--- src/rtl/pc_pkg.sv ---
// Shared definitions for the program-counter unit: next-PC select encoding
// and the default parameter values used by pc_unit and pc_ras.
package pc_pkg;

    localparam int unsigned PC_W_DEF      = 5;
    localparam int unsigned RESET_VEC_DEF = 0;
    localparam int unsigned STEP_DEF      = 1;
    localparam int unsigned RAS_DEPTH_DEF = 4;

    typedef enum logic [2:0] {
        HOLD = 3'd0,
        SEQ  = 3'd1,
        BR   = 3'd2,
        JMP  = 3'd3,
        CALL = 3'd4,
        RET  = 3'd5
    } pc_sel_e;

endpackage

--- src/rtl/pc_ras.sv ---
// Circular return-address stack. When it is full, a push overwrites the oldest entry.
// Overflow and underflow produce a one-cycle registered err pulse.
module pc_ras
    import pc_pkg::*;
#(
    parameter int unsigned PC_W      = PC_W_DEF,
    parameter int unsigned RAS_DEPTH = RAS_DEPTH_DEF
) (
    input  logic            clk,
    input  logic            rst_n,
    input  logic            push,
    input  logic            pop,
    input  logic [PC_W-1:0] push_data,
    output logic [PC_W-1:0] top,
    output logic            full,
    output logic            empty,
    output logic            err
);

    localparam int unsigned PW = (RAS_DEPTH > 1) ? $clog2(RAS_DEPTH) : 1;
    localparam int unsigned CW = $clog2(RAS_DEPTH + 1);

    logic [PC_W-1:0] mem_q [RAS_DEPTH];
    logic [PW-1:0]   top_ptr_q, top_ptr_d;
    logic [CW-1:0]   count_q, count_d;
    logic            err_q, err_d;
    logic [PW-1:0]   ptr_inc, ptr_dec;
    logic            do_push, do_pop;

    // Pointer arithmetic wraps explicitly, so RAS_DEPTH need not be a power of two.
    assign ptr_inc = (top_ptr_q == PW'(RAS_DEPTH - 1)) ? '0 : top_ptr_q + 1'b1;
    assign ptr_dec = (top_ptr_q == '0) ? PW'(RAS_DEPTH - 1) : top_ptr_q - 1'b1;

    assign full  = (count_q == CW'(RAS_DEPTH));
    assign empty = (count_q == '0);
    assign top   = mem_q[top_ptr_q];
    assign err   = err_q;

    // Pop wins if both are asserted; the owner never asserts both.
    assign do_pop  = pop & ~empty;
    assign do_push = push & ~pop;

    always_comb begin
        top_ptr_d = top_ptr_q;
        count_d   = count_q;
        err_d     = 1'b0;
        if (pop) begin
            if (empty) begin
                err_d = 1'b1;
            end else begin
                top_ptr_d = ptr_dec;
                count_d   = count_q - 1'b1;
            end
        end else if (push) begin
            top_ptr_d = ptr_inc;
            if (full) begin
                err_d = 1'b1;
            end else begin
                count_d = count_q + 1'b1;
            end
        end
    end

    always_ff @(posedge clk or negedge rst_n) begin
        if (!rst_n) begin
            top_ptr_q <= '0;
            count_q   <= '0;
            err_q     <= 1'b0;
        end else begin
            top_ptr_q <= top_ptr_d;
            count_q   <= count_d;
            err_q     <= err_d;
        end
    end

    // Storage is not reset; the count alone determines which entries are valid.
    always_ff @(posedge clk) begin
        if (do_push) begin
            mem_q[ptr_inc] <= push_data;
        end
    end

    logic unused_ok;
    assign unused_ok = do_pop;

endmodule

--- src/rtl/pc_unit.sv ---
// Fetch program counter. Requests are prioritised (stall, return, call, jump,
// relative branch, sequential), and calls/returns use a return-address stack.
module pc_unit
    import pc_pkg::*;
#(
    parameter int unsigned PC_W      = PC_W_DEF,
    parameter int unsigned RESET_VEC = RESET_VEC_DEF,
    parameter int unsigned STEP      = STEP_DEF,
    parameter int unsigned RAS_DEPTH = RAS_DEPTH_DEF
) (
    input  logic            clk,
    input  logic            rst_n,
    input  logic            stall,
    input  logic            flush,
    input  logic            br_en,
    input  logic [PC_W-1:0] br_off,
    input  logic            jmp_en,
    input  logic            call_en,
    input  logic [PC_W-1:0] jmp_tgt,
    input  logic            ret_en,
    output logic [PC_W-1:0] pc,
    output logic [PC_W-1:0] ipc,
    output logic            ipc_valid,
    output logic            ras_full,
    output logic            ras_empty,
    output logic            ras_err
);

    pc_sel_e         sel;
    logic [PC_W-1:0] pc_q, pc_d;
    logic [PC_W-1:0] ipc_q, ipc_d;
    logic            ipc_valid_q, ipc_valid_d;
    logic [PC_W-1:0] seq_pc;
    logic [PC_W-1:0] ras_top;
    logic            ras_push, ras_pop;
    logic            ras_full_w, ras_empty_w, ras_err_w;

    assign seq_pc = pc_q + PC_W'(STEP);

    always_comb begin
        sel = SEQ;
        if (stall)        sel = HOLD;
        else if (ret_en)  sel = RET;
        else if (call_en) sel = CALL;
        else if (jmp_en)  sel = JMP;
        else if (br_en)   sel = BR;
    end

    // br_off has the same width as pc, so adding it modulo 2^PC_W already
    // gives the sign-extended result.
    always_comb begin
        pc_d = pc_q;
        unique case (sel)
            HOLD:     pc_d = pc_q;
            SEQ:      pc_d = seq_pc;
            BR:       pc_d = pc_q + br_off;
            JMP,
            CALL:     pc_d = jmp_tgt;
            RET:      pc_d = ras_empty_w ? seq_pc : ras_top;
            default:  pc_d = pc_q;
        endcase
    end

    always_comb begin
        ipc_d       = ipc_q;
        ipc_valid_d = ipc_valid_q & ~flush;
        if (sel != HOLD) begin
            ipc_d       = pc_q;
            ipc_valid_d = ~flush;
        end
    end

    assign ras_push = (sel == CALL);
    assign ras_pop  = (sel == RET);

    always_ff @(posedge clk or negedge rst_n) begin
        if (!rst_n) begin
            pc_q        <= PC_W'(RESET_VEC);
            ipc_q       <= '0;
            ipc_valid_q <= 1'b0;
        end else begin
            pc_q        <= pc_d;
            ipc_q       <= ipc_d;
            ipc_valid_q <= ipc_valid_d;
        end
    end

    pc_ras #(
        .PC_W      (PC_W),
        .RAS_DEPTH (RAS_DEPTH)
    ) u_ras (
        .clk       (clk),
        .rst_n     (rst_n),
        .push      (ras_push),
        .pop       (ras_pop),
        .push_data (seq_pc),
        .top       (ras_top),
        .full      (ras_full_w),
        .empty     (ras_empty_w),
        .err       (ras_err_w)
    );

    assign pc        = pc_q;
    assign ipc       = ipc_q;
    assign ipc_valid = ipc_valid_q;
    assign ras_full  = ras_full_w;
    assign ras_empty = ras_empty_w;
    assign ras_err   = ras_err_w;

endmodule
--- config.mk ---
export PLATFORM = sky130hd
export DESIGN_NAME = pc_unit
export DESIGN_NICKNAME = d
export VERILOG_FILES = /design/src/rtl/pc_pkg.sv /design/src/rtl/pc_ras.sv /design/src/rtl/pc_unit.sv
export SDC_FILE = /design/constraint.sdc
export NUM_CORES = 1
export LEC_CHECK = 0
export BUFFER_PORTS_ARGS = -buffer_cell sky130_fd_sc_hd__buf_2
export CORE_ASPECT_RATIO = 1.5
export CORE_MARGIN = 3
export CORE_UTILIZATION = 40
export CTS_CLUSTER_DIAMETER = 50
export DETAILED_ROUTE_END_ITERATION = 7
export PLACE_DENSITY = 0.59
export SLEW_MARGIN = 5
export SYNTH_ARGS = -nofsm -noshare
export SYNTH_HDL_FRONTEND = slang
export SYNTH_SLANG_ARGS = --single-unit
--- constraint.sdc ---
create_clock -name clk -period 2.7 [get_ports clk]
set_input_delay 0.81 -clock clk [delete_from_list [all_inputs] [get_ports clk]]
set_output_delay 0.81 -clock clk [all_outputs]
set_load 0.005 [all_outputs]
==> results of run 1 <==
[final timing paths]
| kind | to | cells past startpoint | from |
|---|---|---|---|
| max | pc[4]$_DFFE_PN0P_ | 8 | br_off[0] |
| min | pc[2]$_DFFE_PN0P_ | 1 | rst_n |
| max reg2reg | pc[4]$_DFFE_PN0P_ | 7 | pc[0]$_DFFE_PN0P_ |
| min reg2reg | ipc[0]$_DFFE_PN0P_ | 2 | ipc[0]$_DFFE_PN0P_ |
| max in group asynchronous | ipc_valid$_DFF_PN0_ | 1 | rst_n |
| min in group clk | ipc[0]$_DFFE_PN0P_ | 2 | ipc[0]$_DFFE_PN0P_ |
[layer usage]
layer	wire length [um]	vias up
met5	0	-
met3	177	6
met4	60	0
met1	1630	664
li1	-	661
met2	2190	41
[worst max-delay path: stages]
cell      delay [ps]
buf_2            100
ha_1             220
fa_1             410
a21o_1           180
a21oi_1          180
xnor2_1          160
o211ai_1         110
a211o_1          300
[stage by stage]
| step | std cells | setup slack (ps) | power (W) | hold slack, ps |
|---|---|---|---|---|
| after CTS | 259 | 407 | 0.00219 | 444 |
| final | 259 | 413 | 0.00216 | 438 |
| after global routing | 259 | 324 | 0.00233 | 458 |
| after detailed placement | 251 | 97.3 | 0.00169 | 469 |
| after global placement | 251 | 169 | 0.00166 | 471 |
| after floorplan | 158 | 342 | 0.00145 | 476 |
[where the power goes]
part | switching (W) | internal, W | leakage (nW)
Sequential | 0.000177 | 0.000769 | 0.386
Clock | 0.000208 | 0.000276 | 0.0543
Combinational | 0.000361 | 0.000365 | 0.523
[cell type report]
| class | instances | area (um^2) |
|---|---|---|
| inverter | 5 | 18.8 |
| tap | 64 | 80.1 |
| multi-input combinational | 110 | 880 |
| fill | 443 | 2310 |
| sequential | 37 | 1030 |
| timing repair buffer | 35 | 185 |
| clock inverter | 3 | 46.3 |
| clock buffer | 5 | 68.8 |
[kinds of logic (layout without fill, tap and decap cells)]
| family | after synthesis | after routing | synth area share [%] |
|---|---|---|---|
| AO/OA/AOI/OAI | 40 | 40 | 13.6 |
| AND/OR/NAND/NOR | 39 | 39 | 10.6 |
| flip-flops | 37 | 37 | 52.6 |
| adder cells (fa/ha/maj) | 13 | 13 | 8.72 |
| buffers and inverters | 11 | 48 | 2.31 |
| multiplexers | 10 | 10 | 8.60 |
| XOR/XNOR | 8 | 8 | 3.59 |
[synth_stat cells, types with 2 or more instances]
master	number	area, um^2
dfrtp_1	17	425
xnor2_1	4	35.0
xor2_1	4	35.0
a21o_1	2	15.0
ha_1	12	150
mux2_2	4	45.0
nor3b_1	3	22.5
a21oi_1	13	65.1
edfxtp_1	20	601
a22oi_1	3	22.5
mux4_2	5	113
buf_2	3	15.0
nand3_1	7	35.0
inv_1	5	18.8
clkbuf_1	3	11.3
nor2b_1	4	25.0
nor2_1	9	33.8
a32oi_1	2	17.5
o21ai_0	11	55.1
nand2_1	8	30.0
a221oi_1	3	26.3
and2_1	4	25.0
[state kept, by name (all words and copies together), names as in the netlist]
signal / cells
u_ras.mem_q: 20
ipc: 5
u_ras.err: 1
ipc_valid: 1
u_ras.count_q: 3
pc: 5
u_ras.top_ptr_q: 2
==> results.json, run 1 <==
{
  "status": "complete, no violations",
  "synthToLayoutAreaGrowth_pct": 18.2,
  "syn_inst": 158,
  "clock.fmax_ghz": 0.437,
  "synth.cell_area_um2": 1950,
  "dp_hpwl_um": 3120,
  "busiest_layer": "met2",
  "cp_max_fo": 2,
  "ys_types": 34,
  "max-slew-margin-rel_pct": 61.4,
  "fin_crit_ps": 2290,
  "grt_overflow": 0,
  "clock_latency_ps": 290,
  "grtUsageMet1_pct": 16.5,
  "synth_edf_count": 20,
  "cts.path.max_buffers": 2,
  "hp-class": "input port to asynchronous set/reset pin",
  "route.detailed.drc": 0,
  "end_kind": "register",
  "wire_per_inst_um": 15.7,
  "min_period_over_period_pct": 84.7,
  "synthFlopType": "edfxtp_1",
  "globalplace.congestion": 0.815,
  "initial_core_util_pct": 42.2,
  "grt_usage_pct": 15.2,
  "grt_max_degree": 18,
  "r2r_setup_slack_ps": 560,
  "dr.pass1.iters": 4,
  "rows": 30,
  "cap_violations": 0,
  "leakage_nw": 0.964,
  "placed_area_um2": 2190,
  "ctsHoldBuffers": 0,
  "die_h_um": 91.5,
  "seq_area_frac_synth_pct": 52.6,
  "cts_tree": "done",
  "maxSlewViolCount": 0,
  "ios": 32,
  "yosys_warnings": 0,
  "hold_viol": 0,
  "postCtsSetupRepairBufs": 0,
  "cts-resized-gates": 0,
  "startpoint_type": "input port",
  "num_vias": 1372,
  "grt_pass1_wl_um": 6900,
  "coreArea_um2": 4620,
  "wl_um": 4060,
  "die_w_um": 63.0,
  "final_common_cell": "buf_2",
  "synth_fp_nets": 189,
  "portBuffers": 31,
  "powerDensity_nw_per_um2": 935,
  "antenna_left": 0,
  "crit_type": "input port to register",
  "cp.required_ps": 2880,
  "gr-usage-met2_pct": 27.9,
  "clk_pin_slew_worst_paths_ps": 80,
  "setup_viol": 0,
  "fin_tns_setup_ps": 0,
  "layout-drive-gt1-share_pct": 28.7,
  "cts_sinks": 37,
  "critPathArrivalTime_ps": 2470,
  "worst_pin_slew_ps": 575,
  "stdcell_area_um2": 2300,
  "die-area_um2": 5770,
  "root_buffer": "clkbuf_8",
  "grt_use_met3_pct": 3.59,
  "rsz0062_at_grt": "no",
  "antenna_found_initial": 0,
  "avgSynthCellArea_um2": 12.3,
  "htreeDepth": 2,
  "fin_worst_skew_ps": 4.73,
  "cts-buffers-inserted": 5,
  "grt_pass1_vias": 1459,
  "final_nets": 225,
  "routed_via_density": 5.30,
  "ys_seq_elements": 37,
  "layout_common_cells": "31 x buf_2, 20 x edfxtp_1, 17 x dfrtp_1, 13 x a21oi_1, 12 x ha_1",
  "ys_async_sr_fraction_pct": 45.9,
  "peakVddDrop_mv": 0.342,
  "diodes": 0,
  "drt_iter0_markers": 78,
  "utilization_pct": 49.9
}
No activity file was read; power rests on OpenSTA's default activity.
==> run 2, diff against run 1 <==
--- a/config.mk
+++ b/config.mk
@@ -5,13 +5,14 @@
 export SDC_FILE = /design/constraint.sdc
 export NUM_CORES = 1
 export LEC_CHECK = 0
+export ABC_AREA = 1
 export BUFFER_PORTS_ARGS = -buffer_cell sky130_fd_sc_hd__buf_2
 export CORE_ASPECT_RATIO = 1.5
 export CORE_MARGIN = 3
 export CORE_UTILIZATION = 40
 export CTS_CLUSTER_DIAMETER = 50
 export DETAILED_ROUTE_END_ITERATION = 7
-export PLACE_DENSITY = 0.59
+export PLACE_DENSITY = 0.61
 export SLEW_MARGIN = 5
 export SYNTH_ARGS = -nofsm -noshare
 export SYNTH_HDL_FRONTEND = slang
==> constraint.sdc (replaced) <==
create_clock -name clk -period 1.9 [get_ports clk]
set_input_delay 0.57 -clock clk [delete_from_list [all_inputs] [get_ports clk]]
set_output_delay 0.57 -clock clk [all_outputs]
set_load 0.005 [all_outputs]
==> run 2 against run 1 <==
Effect of this change: critical path depth fell by 6; routed wire length grew 2.8%; sequential power rose by 25%; first-iteration DRC count shrank 47%.
==> results.json, run 2 <==
{
  "reg2reg_to": "pc[2]$_DFFE_PN0P_",
  "synth_adder_area_share_pct": 8.47,
  "grt_pass1_vias": 1535,
  "dp_hpwl_um": 3280,
  "die_w_um": 63.9,
  "clk_pin_slew_worst_paths_ps": 70,
  "yosys-mux-area-fraction_pct": 0,
  "leakage_nw": 1.12,
  "synth_compound_area_share_pct": 6.98,
  "globalplace.congestion": 0.859,
  "cpPeakStageDelay_ps": 430,
  "reg2reg_from": "pc[0]$_DFFE_PN0P_",
  "synth_area_leader_cell": "edfxtp_1",
  "die-area_um2": 5920,
  "utilization_pct": 49.6,
  "ios": 32,
  "p_comb_share_pct": 38.1,
  "worst_pin_slew_ps": 420,
  "cts.path.max_buffers": 2,
  "coreArea_um2": 4850,
  "htreeDepth": 2,
  "drt_iter0_markers": 41,
  "crit_buf_inv": 1,
  "synth_top_family_by_area": "simple AND/OR/NAND/NOR gates",
  "dp.cells": 329,
  "critPathTopFamily": "flip-flops",
  "cts-buffers-inserted": 5,
  "syn_inst": 224,
  "fin_crit_ps": 1730,
  "cts-resized-gates": 0,
  "rr_worst_depth": 7,
  "hp-class": "input port to asynchronous set/reset pin",
  "antenna_found_initial": 0,
  "r2r_setup_slack_ps": 210,
  "final_cells": 337,
  "grt_usage_pct": 15.7,
  "fin_tns_setup_ps": 0,
  "synthSimpleGateAreaFrac_pct": 25.8,
  "antenna_left": 0,
  "final_common_cell": "nand2_1",
  "multiInputGateArea_um2": 890,
  "rows": 31,
  "clock_latency_ps": 280,
  "avgSynthCellArea_um2": 8.97,
  "crit_slowest_cell": "dfrtp_1",
  "layout-drive-gt1-share_pct": 24.0,
  "cp_max_fo": 4,
  "root_buffer": "clkbuf_8",
  "fin_worst_skew_ps": 3.44,
  "swShare_pct": 37.6,
  "startpoint_type": "register",
  "critical_path.cell_chain": "nor3_4 -> buf_2",
  "synthToLayoutAreaGrowth_pct": 19.7,
  "ys_seq_elements": 37,
  "max-slew-margin-rel_pct": 72.0,
  "cp.required_ps": 1330,
  "diodes": 0,
  "final_nets": 301,
  "ys_async_sr_fraction_pct": 45.9,
  "synthFlopType": "edfxtp_1",
  "end_kind": "primary output",
  "postCtsSetupRepairBufs": 0,
  "initial_core_util_pct": 41.4,
  "min_period_over_period_pct": 91.0,
  "layout_common_cells": "56 x nand2_1, 36 x nor2_1, 31 x buf_2, 20 x edfxtp_1, 17 x dfrtp_1",
  "maxSlewViolCount": 0,
  "largest_reg_flops": 20,
  "synth_edf_count": 20,
  "peakVddDrop_mv": 0.566,
  "synth_xor_xnor_area_share_pct": 3.05,
  "synth_common_cells": "56 x nand2_1, 36 x nor2_1, 20 x edfxtp_1, 17 x dfrtp_1, 15 x nand3_1",
  "wire_per_inst_um": 12.4,
  "num_vias": 1577,
  "routed_via_density": 4.68,
  "ys_types": 27,
  "seqPwrFrac_pct": 42.9,
  "fill_cells": 476,
  "switching_power_w": 0.00104,
  "synth_fp_nets": 255,
  "route.detailed.drc": 0,
  "synth_top_cell_area_share_pct": 29.9,
  "hold_viol": 0,
  "setup_viol": 0,
  "cts_sinks": 37,
  "regMostFlops": "u_ras.mem_q",
  "die_h_um": 92.8,
  "yosys_warnings": 0,
  "ys_top_cells_by_area": "edfxtp_1 30%, dfrtp_1 21%, nand2_1 10%, ha_1 7.5%, nor2_1 6.7%",
  "status": "complete, no violations",
  "yosysMostFrequentCell": "nand2_1",
  "p_int_w": 0.00172,
  "seq_area_frac_synth_pct": 51.1,
  "seq_area_um2": 1030,
  "synth.cell_area_um2": 2010,
  "critPathArrivalTime_ps": 1160,
  "powerDensity_nw_per_um2": 1150,
  "p_clk_share_pct": 19.1,
  "cap_violations": 0,
  "grt_overflow": 0,
  "grt_pass1_wl_um": 7200,
  "dr.pass1.iters": 4,
  "clock.fmax_ghz": 0.578,
  "cts_tree": "done",
  "grt_max_degree": 18,
  "portBuffers": 31,
  "ctsHoldBuffers": 0,
  "rsz0062_at_grt": "no",
  "wl_um": 4180,
  "crit_type": "register to primary output"
}
-- run 2: changes by cell type after synthesis, sizes merged, moves of 4 or more --
| cell | previous run | this run |
|---|---|---|
| a221oi | 4 | 0 |
| and2 | 4 | 0 |
| inv | 5 | 19 |
| mux2 | 4 | 0 |
| mux4 | 5 | 0 |
| nand2 | 8 | 57 |
| nand3 | 7 | 16 |
| nor2 | 9 | 38 |
| nor2b | 4 | 0 |
| nor3b | 4 | 0 |
-- run 2: worst max path at each step --
stage | slack, ps | depth (start not counted) | start | endpoint
6_report | 170 | 2 | u_ras.count_q[2]$_DFFE_PN0P_ | ras_empty
5_1_grt | 90 | 2 | u_ras.count_q[2]$_DFFE_PN0P_ | ras_empty
4_1_cts | 150 | 2 | u_ras.count_q[2]$_DFFE_PN0P_ | ras_empty
3_5_place_dp | -90 | 8 | br_off[0] | pc[2]$_DFFE_PN0P_
3_3_place_gp | -70 | 8 | br_off[0] | pc[2]$_DFFE_PN0P_
2_1_floorplan | 70 | 7 | br_off[0] | pc[2]$_DFFE_PN0P_
-- run 2: worst register-to-register path, delay by kind of cell, from the launching register on --
kind                       cells  cell delay (ps)
adders and majority gates      2              630
and+or+nand+nor                5              580
DFF                            1              390
-- run 2: layer usage --
metal | track usage (%) | vias up | wire, um
li1 | - | 823 | -
met1 | 18.6 | 726 | 1790
met2 | 27.8 | 22 | 2220
met3 | 2.55 | 6 | 88
met4 | 6.31 | 0 | 76
met5 | 0 | - | 0
-- run 2: stage by stage --
stage	worst slack, ps	power (W)	hold WS [ps]	area [um^2]
4_1_cts	150	0.00281	220	2400
3_3_place_gp	-69.0	0.00225	466	2320
6_report	171	0.00276	214	2400
5_1_grt	86.3	0.00301	228	2400
3_5_place_dp	-89.0	0.00227	474	2320
2_1_floorplan	73.9	0.00192	274	2010
-- run 2: logic make-up after synthesis --
group	Yosys count
buf+inv	23
xor+xnor	7
fa+ha+maj	13
compound gates	27
simple gates	117
flops	37
-- run 2: area by class of cell --
type                            count  share of cell area [%]
Tap cell                           66                    3.44
Clock buffer                        5                    2.86
Multi-Input combinational cell    164                    37.0
Clock inverter                      3                   0.729
Timing Repair Buffer               43                    10.2
Inverter                           19                    3.07
Sequential cell                    37                    42.7
-- run 2: power by group through the flow --
stage                     sequential, W  clock [W]  combinational, W
final                           0.00118   0.000526           0.00105
after global routing            0.00121   0.000568           0.00123
after CTS                       0.00119   0.000547           0.00107
after global placement          0.00120          0           0.00105
after detailed placement        0.00120          0           0.00107
after floorplan                 0.00119          0          0.000728
==> run 3, diff against run 2 <==
--- a/config.mk
+++ b/config.mk
@@ -9,10 +9,10 @@
 export BUFFER_PORTS_ARGS = -buffer_cell sky130_fd_sc_hd__buf_2
 export CORE_ASPECT_RATIO = 1.5
 export CORE_MARGIN = 3
-export CORE_UTILIZATION = 40
+export CORE_UTILIZATION = 50
 export CTS_CLUSTER_DIAMETER = 50
 export DETAILED_ROUTE_END_ITERATION = 7
-export PLACE_DENSITY = 0.61
+export PLACE_DENSITY = 0.74
 export SLEW_MARGIN = 5
 export SYNTH_ARGS = -nofsm -noshare
 export SYNTH_HDL_FRONTEND = slang
==> run 3 against run 2 <==
Effect of this change: non-clock buffer count did not move; clock power rose by 57%; sequential cell count did not move; critical endpoint is now pc[2]$_DFFE_PN0P_; largest cell class unchanged.
==> results.json, run 3 (synthesis gave the netlist of run 2 again) <==
{
  "dr.pass1.iters": 4,
  "dp.cells": 306,
  "grt_usage_pct": 19.3,
  "num_vias": 1621,
  "swShare_pct": 35.4,
  "routed_via_density": 5.16,
  "seqPwrFrac_pct": 38.2,
  "clock_latency_ps": 290,
  "fin_crit_ps": 1750,
  "reg2reg_from": "pc[0]$_DFFE_PN0P_",
  "die-area_um2": 4830,
  "grt_pass1_vias": 1595,
  "status": "complete, no violations",
  "cts_sinks": 37,
  "maxSlewViolCount": 0,
  "hold_viol": 0,
  "clk_pin_slew_worst_paths_ps": 80,
  "drt_iter0_markers": 52,
  "max-slew-margin-rel_pct": 73.4,
  "p_total_w": 0.00310,
  "htreeDepth": 2,
  "end_kind": "register",
  "p_comb_share_pct": 35.1,
  "fin_worst_skew_ps": 7.08,
  "root_buffer": "clkbuf_8",
  "powerDensity_nw_per_um2": 1280,
  "endpoint": "pc[2]$_DFFE_PN0P_",
  "rr_worst_depth": 7,
  "final_nets": 301,
  "final_common_cell": "nand2_1",
  "cp.required_ps": 2090,
  "fin_tns_setup_ps": 0,
  "diodes": 0,
  "grt_max_degree": 18,
  "critPathArrivalTime_ps": 1940,
  "startpoint": "pc[0]$_DFFE_PN0P_",
  "postCtsSetupRepairBufs": 0,
  "p_clk_share_pct": 26.7,
  "cts.path.max_buffers": 2,
  "layout_common_cells": "56 x nand2_1, 36 x nor2_1, 31 x buf_2, 20 x edfxtp_1, 17 x dfrtp_1",
  "die_h_um": 83.6,
  "route.detailed.drc": 0,
  "antenna_found_initial": 0,
  "rows": 27,
  "cts-buffers-inserted": 5,
  "portBuffers": 31,
  "layout_setup_ws_ps": 145,
  "min_period_over_period_pct": 92.4,
  "setup_viol": 0,
  "crit_type": "register to register",
  "hp-class": "input port to asynchronous set/reset pin",
  "coreArea_um2": 3780,
  "peakVddDrop_mv": 0.861,
  "r2r_setup_slack_ps": 150,
  "cp_max_fo": 3,
  "reg2reg_to": "pc[2]$_DFFE_PN0P_",
  "p_int_w": 0.00200,
  "clock.fmax_ghz": 0.570,
  "synthToLayoutAreaGrowth_pct": 20.8,
  "leakage_nw": 1.15,
  "worst_pin_slew_ps": 400,
  "startpoint_type": "register",
  "initial_core_util_pct": 53.1,
  "switching_power_w": 0.00110,
  "grt_overflow": 0,
  "regMostFlops": "u_ras.mem_q",
  "antenna_left": 0,
  "globalplace.congestion": 0.827,
  "die_w_um": 57.7,
  "final_cells": 314,
  "grt_pass1_wl_um": 7240,
  "cts-resized-gates": 0,
  "cts_tree": "done",
  "place_ws_ps": -122,
  "cap_violations": 0,
  "ctsHoldBuffers": 0,
  "dp_hpwl_um": 3210,
  "layout-drive-gt1-share_pct": 24.0,
  "wire_per_inst_um": 13.6,
  "rsz0062_at_grt": "no",
  "ios": 32,
  "largest_reg_flops": 20,
  "wl_um": 4270
}
-- run 3: cell count changes in the layout (fill, tap and decap cells not counted) --
cell	before	now
inv_6	0	1
clkinvlp_4	1	0
bufinv_16	0	2
clkinv_2	2	0
-- run 3: worst min path at each step --
| stage | start | slack (ps) | depth (start not counted) | end |
|---|---|---|---|---|
| 2_1_floorplan | rst_n | 270 | 0 | ipc[0]$_DFFE_PN0P_ |
| 3_3_place_gp | ipc[2]$_DFFE_PN0P_ | 460 | 2 | ipc[2]$_DFFE_PN0P_ |
| 3_5_place_dp | ipc[1]$_DFFE_PN0P_ | 470 | 2 | ipc[1]$_DFFE_PN0P_ |
| 4_1_cts | rst_n | 210 | 1 | pc[0]$_DFFE_PN0P_ |
| 5_1_grt | rst_n | 220 | 1 | pc[0]$_DFFE_PN0P_ |
| 6_report | rst_n | 190 | 1 | u_ras.count_q[2]$_DFFE_PN0P_ |
-- run 3: area by class of cell --
type / count / area, um^2
Clock buffer: 5 / 68.8
Clock inverter: 3 / 68.8
Fill cell: 316 / 1360
Inverter: 19 / 73.8
Multi-Input combinational cell: 164 / 890
Sequential cell: 37 / 1030
Tap cell: 43 / 53.8
Timing Repair Buffer: 43 / 245
-- run 3: routing by layer --
layer	GRT usage [%]	routed length (um)	vias up
met2	32.9	2210	39
li1	-	-	827
met4	7.59	95	0
met1	23.8	1810	744
met5	0	0	-
met3	3.10	146	11
-- run 3: power groups by stage --
stage               Sequential [W]  Clock [W]  Combinational [W]
floorplan                  0.00119          0           0.000728
global route               0.00120   0.000867            0.00124
global placement           0.00119          0            0.00104
CTS                        0.00118   0.000838            0.00109
finish                     0.00118   0.000827            0.00109
detailed placement         0.00120          0            0.00108
-- run 3: worst max-delay path, stage by stage, from the launching register on --
cell,delay (ps)
dfrtp_1,400
ha_1,220
fa_1,410
or2_2,310
nand3_1,80
nand3_1,80
nor2_1,100
nor2_1,40
-- run 3: metrics by stage --
| stage | util [%] | hold WS (ps) | area, um^2 |
|---|---|---|---|
| floorplan | - | 274 | 2010 |
| global route | 64.1 | 216 | 2430 |
| CTS | 64.1 | 206 | 2430 |
| detailed placement | 60.5 | 467 | 2290 |
| finish | 64.1 | 195 | 2430 |
| global placement | 60.5 | 463 | 2290 |
